File: src/rtl/float_field_arbiter.sv
// rtl/float_field_arbiter.sv - round-robin arbiter feeding one shared float consumer
//
// Purpose: N requesters offer {sign, exponent, significand} bundles over
// ready/valid. One winner per cycle is registered into a one-entry output
// stage together with its source index and IEEE-754 class flags.
//
// Ports:
//   clock, reset                  rising-edge clock, synchronous active-high reset
//   io_in_valid / io_in_ready     per-requester handshake (one-hot ready)
//   io_in_bits_*                  packed per-requester fields, requester i at slice i
//   io_out_valid / io_out_ready   output stage handshake
//   io_out_bits_*                 registered winner fields, source index, class flags
//   io_busy                       output stage full or any requester valid
//   io_stat_grants/io_stat_stalls saturating counters, present only with
//                                 FLOAT_ARB_STATS_EN defined
module float_field_arbiter #(
   parameter int N     = 4,
   parameter int SRC_W = 2
) (
   input  logic               clock,
   input  logic               reset,
   input  logic [N-1:0]       io_in_valid,
   output logic [N-1:0]       io_in_ready,
   input  logic [N-1:0]       io_in_bits_sign,
   input  logic [8*N-1:0]     io_in_bits_exponent,
   input  logic [23*N-1:0]    io_in_bits_significand,
   output logic               io_out_valid,
   input  logic               io_out_ready,
   output logic               io_out_bits_sign,
   output logic [7:0]         io_out_bits_exponent,
   output logic [22:0]        io_out_bits_significand,
   output logic [SRC_W-1:0]   io_out_bits_src,
   output logic               io_out_bits_isZero,
   output logic               io_out_bits_isInf,
   output logic               io_out_bits_isNaN,
`ifdef FLOAT_ARB_STATS_EN
   output logic [15:0]        io_stat_grants,
   output logic [15:0]        io_stat_stalls,
`endif
   output logic               io_busy
);

   logic [SRC_W-1:0] last;
   logic [SRC_W-1:0] cand;
   logic             any_valid;
   logic             can_load;
   logic             fire;
   logic             sel_sign;
   logic [7:0]       sel_exp;
   logic [22:0]      sel_sig;

   // Scan last+1, last+2, ... modulo N; the first valid requester wins.
   // The inner loop keeps every bit select at a constant index.
   always_comb begin
      cand      = '0;
      any_valid = 1'b0;
      for (int k = 1; k <= N; k++) begin
         for (int i = 0; i < N; i++) begin
            if (!any_valid && io_in_valid[i] && (((int'(last) + k) % N) == i)) begin
               any_valid = 1'b1;
               cand      = SRC_W'(i);
            end
         end
      end
   end

   always_comb begin
      sel_sign = 1'b0;
      sel_exp  = '0;
      sel_sig  = '0;
      for (int i = 0; i < N; i++) begin
         if (cand == SRC_W'(i)) begin
            sel_sign = io_in_bits_sign[i];
            sel_exp  = io_in_bits_exponent[8*i +: 8];
            sel_sig  = io_in_bits_significand[23*i +: 23];
         end
      end
   end

   assign can_load    = !io_out_valid || io_out_ready;
   // Reset gates the grant so no requester sees a handshake that would be lost.
   assign fire        = any_valid && can_load && !reset;
   assign io_in_ready = fire ? ({{(N-1){1'b0}}, 1'b1} << cand) : '0;
   assign io_busy     = io_out_valid || (|io_in_valid);

   always_ff @(posedge clock) begin
      if (reset) begin
         io_out_valid            <= 1'b0;
         io_out_bits_sign        <= 1'b0;
         io_out_bits_exponent    <= '0;
         io_out_bits_significand <= '0;
         io_out_bits_src         <= '0;
         io_out_bits_isZero      <= 1'b0;
         io_out_bits_isInf       <= 1'b0;
         io_out_bits_isNaN       <= 1'b0;
         last                    <= SRC_W'(N - 1);
      end else if (fire) begin
         io_out_valid            <= 1'b1;
         io_out_bits_sign        <= sel_sign;
         io_out_bits_exponent    <= sel_exp;
         io_out_bits_significand <= sel_sig;
         io_out_bits_src         <= cand;
         io_out_bits_isZero      <= (sel_exp == 8'h00) && (sel_sig == 23'd0);
         io_out_bits_isInf       <= (sel_exp == 8'hFF) && (sel_sig == 23'd0);
         io_out_bits_isNaN       <= (sel_exp == 8'hFF) && (sel_sig != 23'd0);
         last                    <= cand;
      end else if (io_out_ready) begin
         // Data registers keep their old contents; only valid drops.
         io_out_valid <= 1'b0;
      end
   end

`ifdef FLOAT_ARB_STATS_EN
   always_ff @(posedge clock) begin
      if (reset) begin
         io_stat_grants <= '0;
         io_stat_stalls <= '0;
      end else begin
         if (fire && (io_stat_grants != 16'hFFFF))
            io_stat_grants <= io_stat_grants + 16'd1;
         if (io_out_valid && !io_out_ready && (io_stat_stalls != 16'hFFFF))
            io_stat_stalls <= io_stat_stalls + 16'd1;
      end
   end
`endif

endmodule

File: config.mk
export PLATFORM = sky130hd
export DESIGN_NAME = float_field_arbiter
export DESIGN_NICKNAME = d
export VERILOG_FILES = /design/src/rtl/float_field_arbiter.sv
export SDC_FILE = /design/constraint.sdc
export NUM_CORES = 1
export LEC_CHECK = 0
export ABC_AREA = 1
export CAP_MARGIN = 25
export CORE_UTILIZATION = 39
export CTS_CLUSTER_DIAMETER = 200
export DETAILED_ROUTE_END_ITERATION = 7
export HOLD_SLACK_MARGIN = 0.1
export PLACE_DENSITY = 0.82
export SETUP_SLACK_MARGIN = 0.5
export SLEW_MARGIN = 20
export SYNTH_ARGS = -nofsm -noshare
export SYNTH_HDL_FRONTEND = slang
export SYNTH_SLANG_ARGS = --single-unit
File: constraint.sdc
create_clock -name clock -period 4.5 [get_ports clock]
set_input_delay 1.125 -clock clock [delete_from_list [all_inputs] [get_ports clock]]
set_output_delay 1.125 -clock clock [all_outputs]
set_load 0.02 [all_outputs]
==> run_results.csv <==
group,metric,value,unit
run_status,outcome,"finished clean",
critical_path,criticalPathCategory,"in2out",
power_and_ir_drop,power,2090,uW
global_route,overflow,0,
critical_path,critPathMaxFanout,6,
timing,fin_skew,0.0102,ns
global_route,antenna_found_initial,0,
floorplanning,core_area,7730,um2
cts,numClockSinks,40,
placement,pre_cts_ws,-0.351,ns
timing,relSlewSlack,66.8,%
routing,routed_via_density,5.63,
routing,post_drt_wl_per_cell,16.5,um
floorplanning,die_x,91.2,um
routing,dr.pass1.iters,5,
cts,htree_levels,2,
timing,fin_crit,3.91,ns
timing,slew_violations,0,
placement,numPortBuffers,177,
routing,antenna_left,0,
logic_synthesis,synthDistinctLibCells,26,
power_and_ir_drop,powerDensity,387,nW/um2
placement,place_hpwl,10000,um
finish,layout-drive-gt1-share,13.9,%
timing,rsz0062_at_grt,"yes",
routing,first_iter_violations,291,
critical_path,end_kind,"primary output",
logic_synthesis,avgSynthCellArea,6.10,um2
global_route,grtUsageTotal,31.0,%
placement,gp_congestion,0.941,
logic_synthesis,syn-instance-count,509,
floorplanning,die_area,8320,um2
timing,hold_violations,0,
cts,clock_latency,0.30,ns
cts,cts_root_buf,"clkbuf_8",
logic_synthesis,syn_area,3110,um2
critical_path,ff2ff_path_depth,21,
timing,setup_viol,0,
worst_hold_path,hp-class,"reg2reg",
timing,max_freq,256,MHz
power_and_ir_drop,ir_drop,0.000232,V
critical_path,critPathLaunchType,"input port",
cts,path_clk_slew,0.09,ns
global_route,grt_pass1_vias,4252,
logic_synthesis,synth.yosys.warnings,0,
worst_hold_path,whs_path_depth,2,
cts,cts_made_buffers,5,
finish,area_growth,74.1,%
finish,nNetsFinal,831,
finish,final_core_util,69.9,%
power_and_ir_drop,p_leak,0.00229,uW
timing,whs,0.471,ns
floorplanning,io_pins,178,
cts,ctsHoldBuffers,0,
logic_synthesis,synth-seq-cells,40,
routing,drc_errors,0,
finish,fillers,660,
logic_synthesis,ys_seq_area_share,25.8,%
timing,fin_crit_sh,86.9,%
cts,tritoncts,"yes",
logic_synthesis,synth_nets,644,
cts,cts_max_path_buffers,2,
floorplanning,rows,32,
timing,tightest_slew,0.498,ns
global_route,grt_max_degree,50,
critical_path,cp.arrival,2.79,ns
job,cap_violations,0,
floorplanning,die_height,91.2,um
timing,fin_ws,0.589,ns
finish,n_antenna_cell,0,
floorplanning,start_util,40.2,%
routing,routed-via-count,4499,
timing,finalSetupTns,0,ns
global_route,grt_pass1_wl,20600,um
routing,wl,13100,um
critical_path,cp.required,3.38,ns
synthesized netlist by cell type:
library cell	count	area [um2]
a21oi_1	6	30.0
a31oi_1	1	6.26
buf_1	6	22.5
buf_2	16	80.1
buf_4	1	7.51
buf_6	3	33.8
clkbuf_1	13	48.8
clkinv_1	1	3.75
dfxtp_1	40	801
inv_1	39	146
inv_2	3	11.3
nand2_1	73	274
nand2_2	4	25.0
nand2_4	1	11.3
nand3_1	108	541
nand4_1	92	576
nand4_2	2	25.0
nand4_4	1	21.3
nor2_1	66	248
nor2_2	3	18.8
nor2_4	1	11.3
nor3_1	4	20.0
nor3_2	2	20.0
o2111ai_1	1	8.76
o211ai_1	2	15.0
o21ai_0	20	100
registers in the layout, summed over array words and instances (netlist names):
signal                   cells
io_out_bits_exponent         8
io_out_bits_isInf            1
io_out_bits_isNaN            1
io_out_bits_isZero           1
io_out_bits_sign             1
io_out_bits_significand     23
io_out_bits_src              2
io_out_valid                 1
last                         2
per-stage QoR:
step / area [um2] / std cells
finish: 5410 / 799
global route: 5410 / 799
CTS: 5300 / 796
detailed placement: 5090 / 783
global placement: 5090 / 783
floorplan: 3120 / 509
final cells by class:
class | count | area (um2) | area share [%]
Sequential cell | 40 | 801 | 14.8
Clock buffer | 5 | 68.8 | 1.27
Multi-Input combinational cell | 387 | 2080 | 38.6
Tap cell | 102 | 128 | 2.36
Inverter | 43 | 161 | 2.99
Clock inverter | 3 | 46.3 | 0.856
Timing Repair Buffer | 219 | 2120 | 39.1
cells in the final DEF (no fill, tap or decap), drive strengths merged:
cell type        n
a21oi            6
a31oi            1
buf             50
bufinv           1
clkbuf           5
clkdlybuf4s50  168
clkinv           1
clkinvlp         1
dfxtp           40
dlygate4sd2      1
inv             43
nand2           78
nand3          108
nand4           95
nor2            70
nor3             6
o2111ai          1
o211ai           2
o21ai           20
where the power goes:
group / internal, uW / switching, uW / leakage, uW
Combinational: 543 / 762 / 0.00191
Clock: 167 / 136 / 0.0000548
Sequential: 435 / 47.7 / 0.000332
logic make-up after synthesis:
family	after synthesis	share of synthesized area [%]
and+or+nand+nor	357	57.7
buffers and inverters	82	11.4
DFF	40	25.8
AOI/OAI and AO/OA	30	5.16
path summary, 6_finish.rpt:
kind                                             from                                       end  slack, ns
max reg2reg                      last[1]$_SDFFE_PP1P_            io_out_bits_isNaN$_SDFFE_PP0P_       1.11
min          io_out_bits_significand[12]$_SDFFE_PP0P_  io_out_bits_significand[12]$_SDFFE_PP0P_       0.47
min reg2reg  io_out_bits_significand[12]$_SDFFE_PP0P_  io_out_bits_significand[12]$_SDFFE_PP0P_       0.47
max                                    io_in_valid[1]                            io_in_ready[2]       0.59
worst max-delay path: stages:
cell	delay, ns
buf_6	0.10
buf_4	0.15
nand2_2	0.09
nand4_4	0.13
nor2_4	0.12
nand4_4	0.12
nor3_4	0.21
nand4_4	0.17
nand2_4	0.14
buf_8	0.11
inv_2	0.03
nand2_1	0.08
nor2_2	0.04
buf_4	0.15
metal layers:
layer  track usage [%]  wire [um]  vias up
li1                  -          -     2171
met1              33.8       4980     2064
met2              56.9       6560      228
met3              7.54       1160       36
met4              12.7        442        0
met5                 0          0        -
repair_timing:
item / in CTS / in global routing
gates resized for setup: 55 / 21
pin swaps: 11 / 9
endpoints found under the setup margin: 5 / 5
setup buffers: 5 / 3
Power figures use the tool's default switching activity.
